**src/rtl/inbound_packet_assembler.sv**
```systemverilog
// inbound_packet_assembler
// Collects a serial byte stream into 4-byte packets (first byte lands in
// pkt[3]) and hands each finished packet to the output-buffer FIFO with a
// single-cycle pkt_avail strobe. While a packet waits on a full FIFO the source
// is held off with in_ready=0. Byte streams that stall for more than GAP_LIMIT
// idle cycles are aborted with a one-cycle pkt_err pulse.
//
// Optional build macro: INBOUND_CHECKSUM_EN
//   When defined, pkt[0] carries pkt[3]^pkt[2]^pkt[1]. The check is made as
//   the fourth byte arrives; a bad packet is dropped (no pkt_avail), pkt_err
//   pulses in the first DELIVER cycle and the FSM returns to IDLE.

module inbound_packet_assembler #(
  parameter int GAP_LIMIT = 0
) (
  input  logic            clock,
  input  logic            reset,
  input  logic [7:0]      payload_inbound,
  input  logic            put_inbound,
  input  logic            ob_full,
  output logic            in_ready,
  output logic [3:0][7:0] pkt,
  output logic            pkt_avail,
  output logic            pkt_err
);

  // Gap counter must be able to hold GAP_LIMIT+1.
  localparam int GW = $clog2(GAP_LIMIT + 2);
  localparam logic [GW-1:0] GAP_MAX = GW'(GAP_LIMIT);

  typedef enum logic [1:0] {
    S_IDLE    = 2'd0,
    S_COLLECT = 2'd1,
    S_DELIVER = 2'd2
  } state_e;

  state_e          state_q,    state_d;
  logic [1:0]      byte_cnt_q, byte_cnt_d;
  logic [GW-1:0]   gap_cnt_q,  gap_cnt_d;
  logic [3:0][7:0] pkt_q,      pkt_d;
  logic            err_q,      err_d;
  logic            drop_q,     drop_d;

  logic            accept_s;
  logic            csum_bad_s;

`ifdef INBOUND_CHECKSUM_EN
  // XOR of the three data bytes already captured in pkt[3..1].
  function automatic logic [7:0] csum_f(input logic [3:0][7:0] p);
    csum_f = p[3] ^ p[2] ^ p[1];
  endfunction

  // Compare the arriving fourth byte against the captured data bytes.
  always_comb begin
    csum_bad_s = (csum_f(pkt_q) != payload_inbound);
  end
`else
  // Without the checksum feature no packet is ever considered bad.
  always_comb begin
    csum_bad_s = 1'b0;
  end
`endif

  // A byte is taken only while the block advertises readiness.
  always_comb begin
    accept_s = put_inbound && in_ready;
  end

  // Next-state and output decode for the assembler FSM.
  always_comb begin
    state_d    = state_q;
    byte_cnt_d = byte_cnt_q;
    gap_cnt_d  = gap_cnt_q;
    pkt_d      = pkt_q;
    err_d      = 1'b0;
    drop_d     = drop_q;
    in_ready   = 1'b1;
    pkt_avail  = 1'b0;

    case (state_q)
      S_IDLE: begin
        if (put_inbound) begin
          pkt_d[3]   = payload_inbound;
          byte_cnt_d = 2'd1;
          gap_cnt_d  = '0;
          drop_d     = 1'b0;
          state_d    = S_COLLECT;
        end else begin
          byte_cnt_d = 2'd0;
          gap_cnt_d  = '0;
        end
      end

      S_COLLECT: begin
        if (accept_s) begin
          pkt_d[2'd3 - byte_cnt_q] = payload_inbound;
          gap_cnt_d = '0;
          if (byte_cnt_q == 2'd3) begin
            // Fourth byte: packet complete, checksum decided right here.
            byte_cnt_d = 2'd0;
            drop_d     = csum_bad_s;
            err_d      = csum_bad_s;
            state_d    = S_DELIVER;
          end else begin
            byte_cnt_d = byte_cnt_q + 2'd1;
          end
        end else if (gap_cnt_q == GAP_MAX) begin
          // Stream stalled one cycle too long: abandon the partial packet.
          err_d      = 1'b1;
          byte_cnt_d = 2'd0;
          gap_cnt_d  = '0;
          state_d    = S_IDLE;
        end else begin
          gap_cnt_d = gap_cnt_q + 1'b1;
        end
      end

      S_DELIVER: begin
        in_ready = 1'b0;
        if (drop_q) begin
          // Bad checksum: discard without strobing the FIFO.
          drop_d  = 1'b0;
          state_d = S_IDLE;
        end else if (!ob_full) begin
          pkt_avail = 1'b1;
          state_d   = S_IDLE;
        end else begin
          // FIFO full: hold the packet unchanged and keep the source off.
          state_d = S_DELIVER;
        end
      end

      default: begin
        byte_cnt_d = 2'd0;
        gap_cnt_d  = '0;
        drop_d     = 1'b0;
        state_d    = S_IDLE;
      end
    endcase
  end

  // State, counters and packet register; reset discards any packet in flight.
  always_ff @(posedge clock or posedge reset) begin
    if (reset) begin
      state_q    <= S_IDLE;
      byte_cnt_q <= 2'd0;
      gap_cnt_q  <= '0;
      pkt_q      <= '0;
      err_q      <= 1'b0;
      drop_q     <= 1'b0;
    end else begin
      state_q    <= state_d;
      byte_cnt_q <= byte_cnt_d;
      gap_cnt_q  <= gap_cnt_d;
      pkt_q      <= pkt_d;
      err_q      <= err_d;
      drop_q     <= drop_d;
    end
  end

  // Registered packet data and error pulse drive the outputs directly.
  always_comb begin
    pkt     = pkt_q;
    pkt_err = err_q;
  end

endmodule

```
**config.mk**
```make
export PLATFORM = sky130hd
export DESIGN_NAME = inbound_packet_assembler
export DESIGN_NICKNAME = d
export VERILOG_FILES = /design/src/rtl/inbound_packet_assembler.sv
export SDC_FILE = /design/constraint.sdc
export NUM_CORES = 1
export LEC_CHECK = 0
export ABC_AREA = 1
export CAP_MARGIN = 20
export CORE_MARGIN = 3
export CORE_UTILIZATION = 46
export DETAILED_ROUTE_END_ITERATION = 10
export PLACE_DENSITY = 0.74
export SLEW_MARGIN = 20
export SYNTH_ARGS = -nofsm -noshare
export SYNTH_HDL_FRONTEND = slang
export SYNTH_SLANG_ARGS = --single-unit
export TNS_END_PERCENT = 1
```
**constraint.sdc**
```tcl
create_clock -name clock -period 1.52 [get_ports clock]
set_clock_uncertainty 0.1 [all_clocks]
set_input_delay 0.304 -clock clock [delete_from_list [all_inputs] [get_ports clock]]
set_output_delay 0.304 -clock clock [all_outputs]
set_load 0.05 [all_outputs]
```
# Word level (Yosys, flattened, before mapping)
# Index checks and enable logic that the tools add are counted.
# Widths: inputs -> output; s select.
[totals]
reg_bits = 39
output_inout_bits = 35
elab_cells = 63
inputBits = 12
[classes]
eq_ne = 8
reduce_logical = 9
order_cmp = 2
bitwise = 1
n_mux = 31
addsub = 3
[ops]
columns = ["op", "count"]
rows = [
  ["$bwmux 32", 1],
  ["$mux 32", 1],
  ["$demux 8 s2", 1],
  ["$mux 2", 8],
  ["$mux 8", 2],
  ["$pmux 8 s2", 1],
  ["$mux 1", 13],
  ["$pmux 2 s3", 2],
  ["$reduce_and 3->1", 3],
  ["$ne 2x2->1 const B", 3],
  ["$ne 3x3->1 const B", 2],
  ["$eq 2x2->1 const B", 2],
  ["$pmux 1 s2", 2],
  ["$reduce_and 2->1", 2],
  ["$lt 2x3->1 const B", 1],
  ["$add 2x1->2 const B", 1],
  ["$eq 2x1->1 const B", 1],
  ["$ge 2x1->1 const B", 1],
  ["$logic_and 1x1->1", 2],
  ["$logic_not 2->1", 1],
  ["$reduce_bool 2->1", 1],
  ["$sub 2x2->2 const A", 1],
  ["$add 1x1->1 const B", 1],
  ["$not 1->1", 1],
]

# Longest topological paths before layout
[depth]
depth_word = 8
depth_mapped = 7
depth_no_buf = 7

# Worst setup path before layout
# Ideal clock, no wire load.
[synth_path]
path_kind = "register to output"
from = "register state_q[0]"
to = "output port pkt_avail"
setup_slack_ns = -0.504
t_arrival_ns = 1.620
required_ns = 1.116
stages_incl_launch_ff = 4
n_path_buf = 0
path_cell_list = "dfrtp_1 inv_2 nand2_1 nor2_1"
[synth_via]
elab_chain_cells = 2
[synth_rtl]
columns = ["item", "line_no", "source"]
rows = [
  ["start: declaration", "37", "state_e state_q, state_d;"],
  ["start signal: assignment", "152", "state_q <= state_d;"],
  ["$eq 2x2->1", "80", "case (state_q)"],
  ["$mux 1", "80", ""],
  ["end: declaration", "23", "output logic pkt_avail,"],
]
# No other way between the ends.

# Final worst setup path
# Same ends and word-level chain as after synthesis.

==> out/qor.log <==
INFO  worst_setup_path worstPathBufferInverterCount=2
INFO  worst_setup_path worstReg2RegStart=state_q[1]$_DFFE_PP0P_
INFO  finish         layout-drive-gt1-share=0.309
INFO  synth          netlist_top_cells_area=dfrtp_1 (58%), nand2_1 (17%), nand4_1 (7.1%)
INFO  clock_tree     max-clock-path-buffers=2
INFO  worst_setup_path cp_slowest_stage_delay=0.45ns
INFO  flow_run       maxCapViolations=0
INFO  finish         final_area=2640squm
INFO  place          numPlacedInstances=265
INFO  timing         layout_min_cycle_time=1.57ns
INFO  clock_tree     cts_inserted_buffers=5
INFO  floorplan      core_area=3180squm
INFO  floorplan      floorplan.die.width=64.8um
INFO  timing         setup-violations-final=1
INFO  floorplan      fp.dieArea=4200squm
INFO  floorplan      boundary_pin_count=47
INFO  finish         sequential_cell_area=930squm
INFO  finish         multi_input_comb_area=618squm
INFO  worst_setup_path timing.critical_path.arrival=1.17ns
INFO  synth          synth_top_area_frac=0.583
INFO  timing         final.hold.worst_slack=0.208ns
INFO  floorplan      num_rows=20
INFO  routing        drt.antenna.violating_nets=0
INFO  power_and_ir_drop cellPowerDensity=1440nW/um^2
INFO  power_and_ir_drop vdd_ir_drop_max=1.09mV
INFO  worst_setup_path crit_type=reg2out
INFO  timing         grt_setup_unrepaired=true
INFO  place          place_hpwl=3040um
INFO  routing        postRouteWirelength=4370um
INFO  worst_setup_path nature_of_the_critical_path_endpoint=primary output
INFO  clock_tree     path_clk_slew=0.11ns
INFO  synth          synthesis.nets=189
INFO  worst_setup_path critical_path.top_delay_family=flip-flops
INFO  finish         num-fill-cells=194
INFO  synth          synth.most_common_cell=nand2_1
INFO  routing        wire_per_inst=15.8um
INFO  global_route   grt_pass1_vias=1502
INFO  worst_setup_path path_cells=inv_4, nand2_4, nor2_4, buf_12
INFO  global_route   maximum_number_of_pins_on_one_net_before_global_route_repair=38
INFO  global_route   grt_util_all_layers=0.228
INFO  place          pre_cts_setup_slack=-0.161ns
INFO  place          port_buffers=46
INFO  clock_tree     htree_levels=2
INFO  worst_setup_path critical_path.slowest_cell=dfrtp_2
INFO  global_route   antenna_found_initial=0
INFO  global_route   grt_overflow_total=0
INFO  routing        drt_first_pass_iters=4
INFO  timing         fmaxAchievable=635MHz
INFO  worst_setup_path startpoint_type=flip-flop
INFO  clock_tree     clock_tree_from_tritoncts=yes
INFO  synth          ys_ff_latch=37
INFO  worst_setup_path rr_endpoint=pkt[14]$_DFFE_PP0P_
INFO  routing        drc=0
INFO  status         failed_checks=negative setup slack
INFO  synth          synth_top_cells_by_count=nand2_1 (71), dfrtp_1 (37), nand3_1 (18), nand4_1 (18), inv_1 (8)
INFO  global_route   grt_first_pass_wirelength=7240um
INFO  synth          syn_area=1590squm
INFO  synth          dominantRegCellSynth=dfrtp_1
INFO  worst_setup_path timing.critical_path.fanout_max=3
INFO  synth          netlist-cell-type-count=18
INFO  min_path       hold_path_class=in2async
INFO  clock_tree     post_cts_hold_buffer_count=0
INFO  power_and_ir_drop clock_power_share=0.157
INFO  routing        detail_route.vias_per_cell=5.32
INFO  finish         final_net_count=248
INFO  place          dpl-instance-area=2490squm
INFO  status         outcome=finished, violations left
INFO  worst_setup_path critPathRequiredTime=1.12ns
INFO  power_and_ir_drop flop_pwr_share=0.367
INFO  power_and_ir_drop static-leakage-power=1.33nW
INFO  synth          synth_sequential_area_ratio=0.583
INFO  synth          postSynthCellCount=173
INFO  timing         finalCritPeriodShare=1.04
INFO  routing        detailroute.via_count=1473
INFO  timing         final_max_slew_viol_count=0
INFO  routing        drt-initial-drc-count=115
INFO  place          routabilityCongestion=0.856
INFO  power_and_ir_drop design_power_total=3.80mW
INFO  timing         worst_pin_slew=0.339ns
INFO  power_and_ir_drop share_comb_of_total_power=0.475
INFO  synth          synth_async_sr_flop_share=1.00
INFO  synth          synth_area_per_cell=9.19squm
INFO  timing         timing.slew.headroom=0.774
INFO  power_and_ir_drop power_switching=1.52mW
INFO  timing         timing.final.hold_violations=0
INFO  synth          yosysTopAreaCell=dfrtp_1
INFO  power_and_ir_drop switching_share=0.399
INFO  synth          synth_enable_flop_cells=0
INFO  synth          synth_warnings=0
INFO  timing         setup_ws=-0.0537ns
INFO  clock_tree     tritoncts_num_sinks=37
INFO  floorplan      floorplan.die.height=64.8um
INFO  clock_tree     ctsRootBufferMaster=clkbuf_4
INFO  clock_tree     clk_latency=0.34ns
INFO  finish         post_layout_nonfiller_instances=277
INFO  worst_setup_path r2r.worst_path.cells=5
INFO  floorplan      start_util=0.500
INFO  worst_setup_path reg2reg_setup_slack=0.10ns
INFO  power_and_ir_drop power.internal=2.28mW
INFO  finish         antenna_cells_inserted=0
INFO  finish         synthToLayoutAreaGrowth=66.0%
==> cell families after synthesis <==
logic type               count (synthesis)  share of synthesized area
AND/OR/NAND/NOR                        113                      0.323
adder cells (fa/ha/maj)                  4                     0.0315
buffers and inverters                   17                     0.0567
AO/OA/AOI/OAI                            2                    0.00629
flip-flops                              37                      0.583
==> power by group through the flow <==
stage          clock [mW]  sequential (mW)  combinational, mW
3_5_place_dp            0             1.41               1.79
5_1_grt             0.650             1.42               1.88
4_1_cts             0.606             1.40               1.81
6_report            0.598             1.40               1.80
2_1_floorplan           0             1.95              0.234
3_3_place_gp            0             1.41               1.76
==> placed cells by master, fill, tap and decap left out, types with 3 or more instances in the layout <==
master / count
buf_12: 36
buf_4: 12
clkbuf_4: 5
clkdlybuf4s50_1: 11
dfrtp_1: 34
dfrtp_2: 3
inv_1: 7
nand2_1: 68
nand2_4: 3
nand3_1: 18
nand4_1: 18
nor2_4: 3
==> per-layer routing <==
layer / global-route usage / vias to the layer above / routed length [um]
met1: 0.288 / 706 / 1790
met4: 0.0844 / 0 / 125
met5: 0 / - / 0
li1: - / 686 / -
met3: 0.0572 / 14 / 285
met2: 0.375 / 67 / 2170
==> worst max-delay path by stage <==
stage                      startpoint  depth (start not counted)                   to
2_1_floorplan  state_q[0]$_DFFE_PP0P_                          3            pkt_avail
3_3_place_gp              put_inbound                          5  pkt[10]$_DFFE_PP0P_
3_5_place_dp              put_inbound                          5  pkt[12]$_DFFE_PP0P_
4_1_cts        state_q[0]$_DFFE_PP0P_                          4            pkt_avail
5_1_grt        state_q[0]$_DFFE_PP0P_                          4            pkt_avail
6_report       state_q[0]$_DFFE_PP0P_                          4            pkt_avail
==> sequential cells by signal, indices dropped and copies added, names as in the netlist <==
signal and flops:
pkt 32, byte_cnt_q 2, pkt_err 1, state_q 2
==> area by class of cell <==
| class | count | area share |
|---|---|---|
| sequential | 37 | 0.352 |
| clock buffer | 7 | 0.0247 |
| tap | 44 | 0.0209 |
| clock inverter | 1 | 0.00190 |
| timing repair buffer | 59 | 0.349 |
| inverter | 10 | 0.0166 |
| multi-input combinational | 119 | 0.234 |
==> worst min-delay path, delay by kind of cell <==
kind | cells | cell delay [ns]
buffers and inverters | 3 | 0.73
==> what timing repair did <==
action                     4_1_cts  5_1_grt
setup buffers                    4        0
pin swaps                        2        4
setup endpoints to repair        6       27
resized for setup                5        9
==> metrics by stage <==
step	TNS [ns]	utilization
after floorplan	0	-
after global placement	-0.840	0.784
after detailed placement	-1.66	0.784
after CTS	-0.0528	0.820
after global routing	-0.126	0.830
final	-0.0537	0.830
Note: power is estimated with default switching activity, not from simulation.
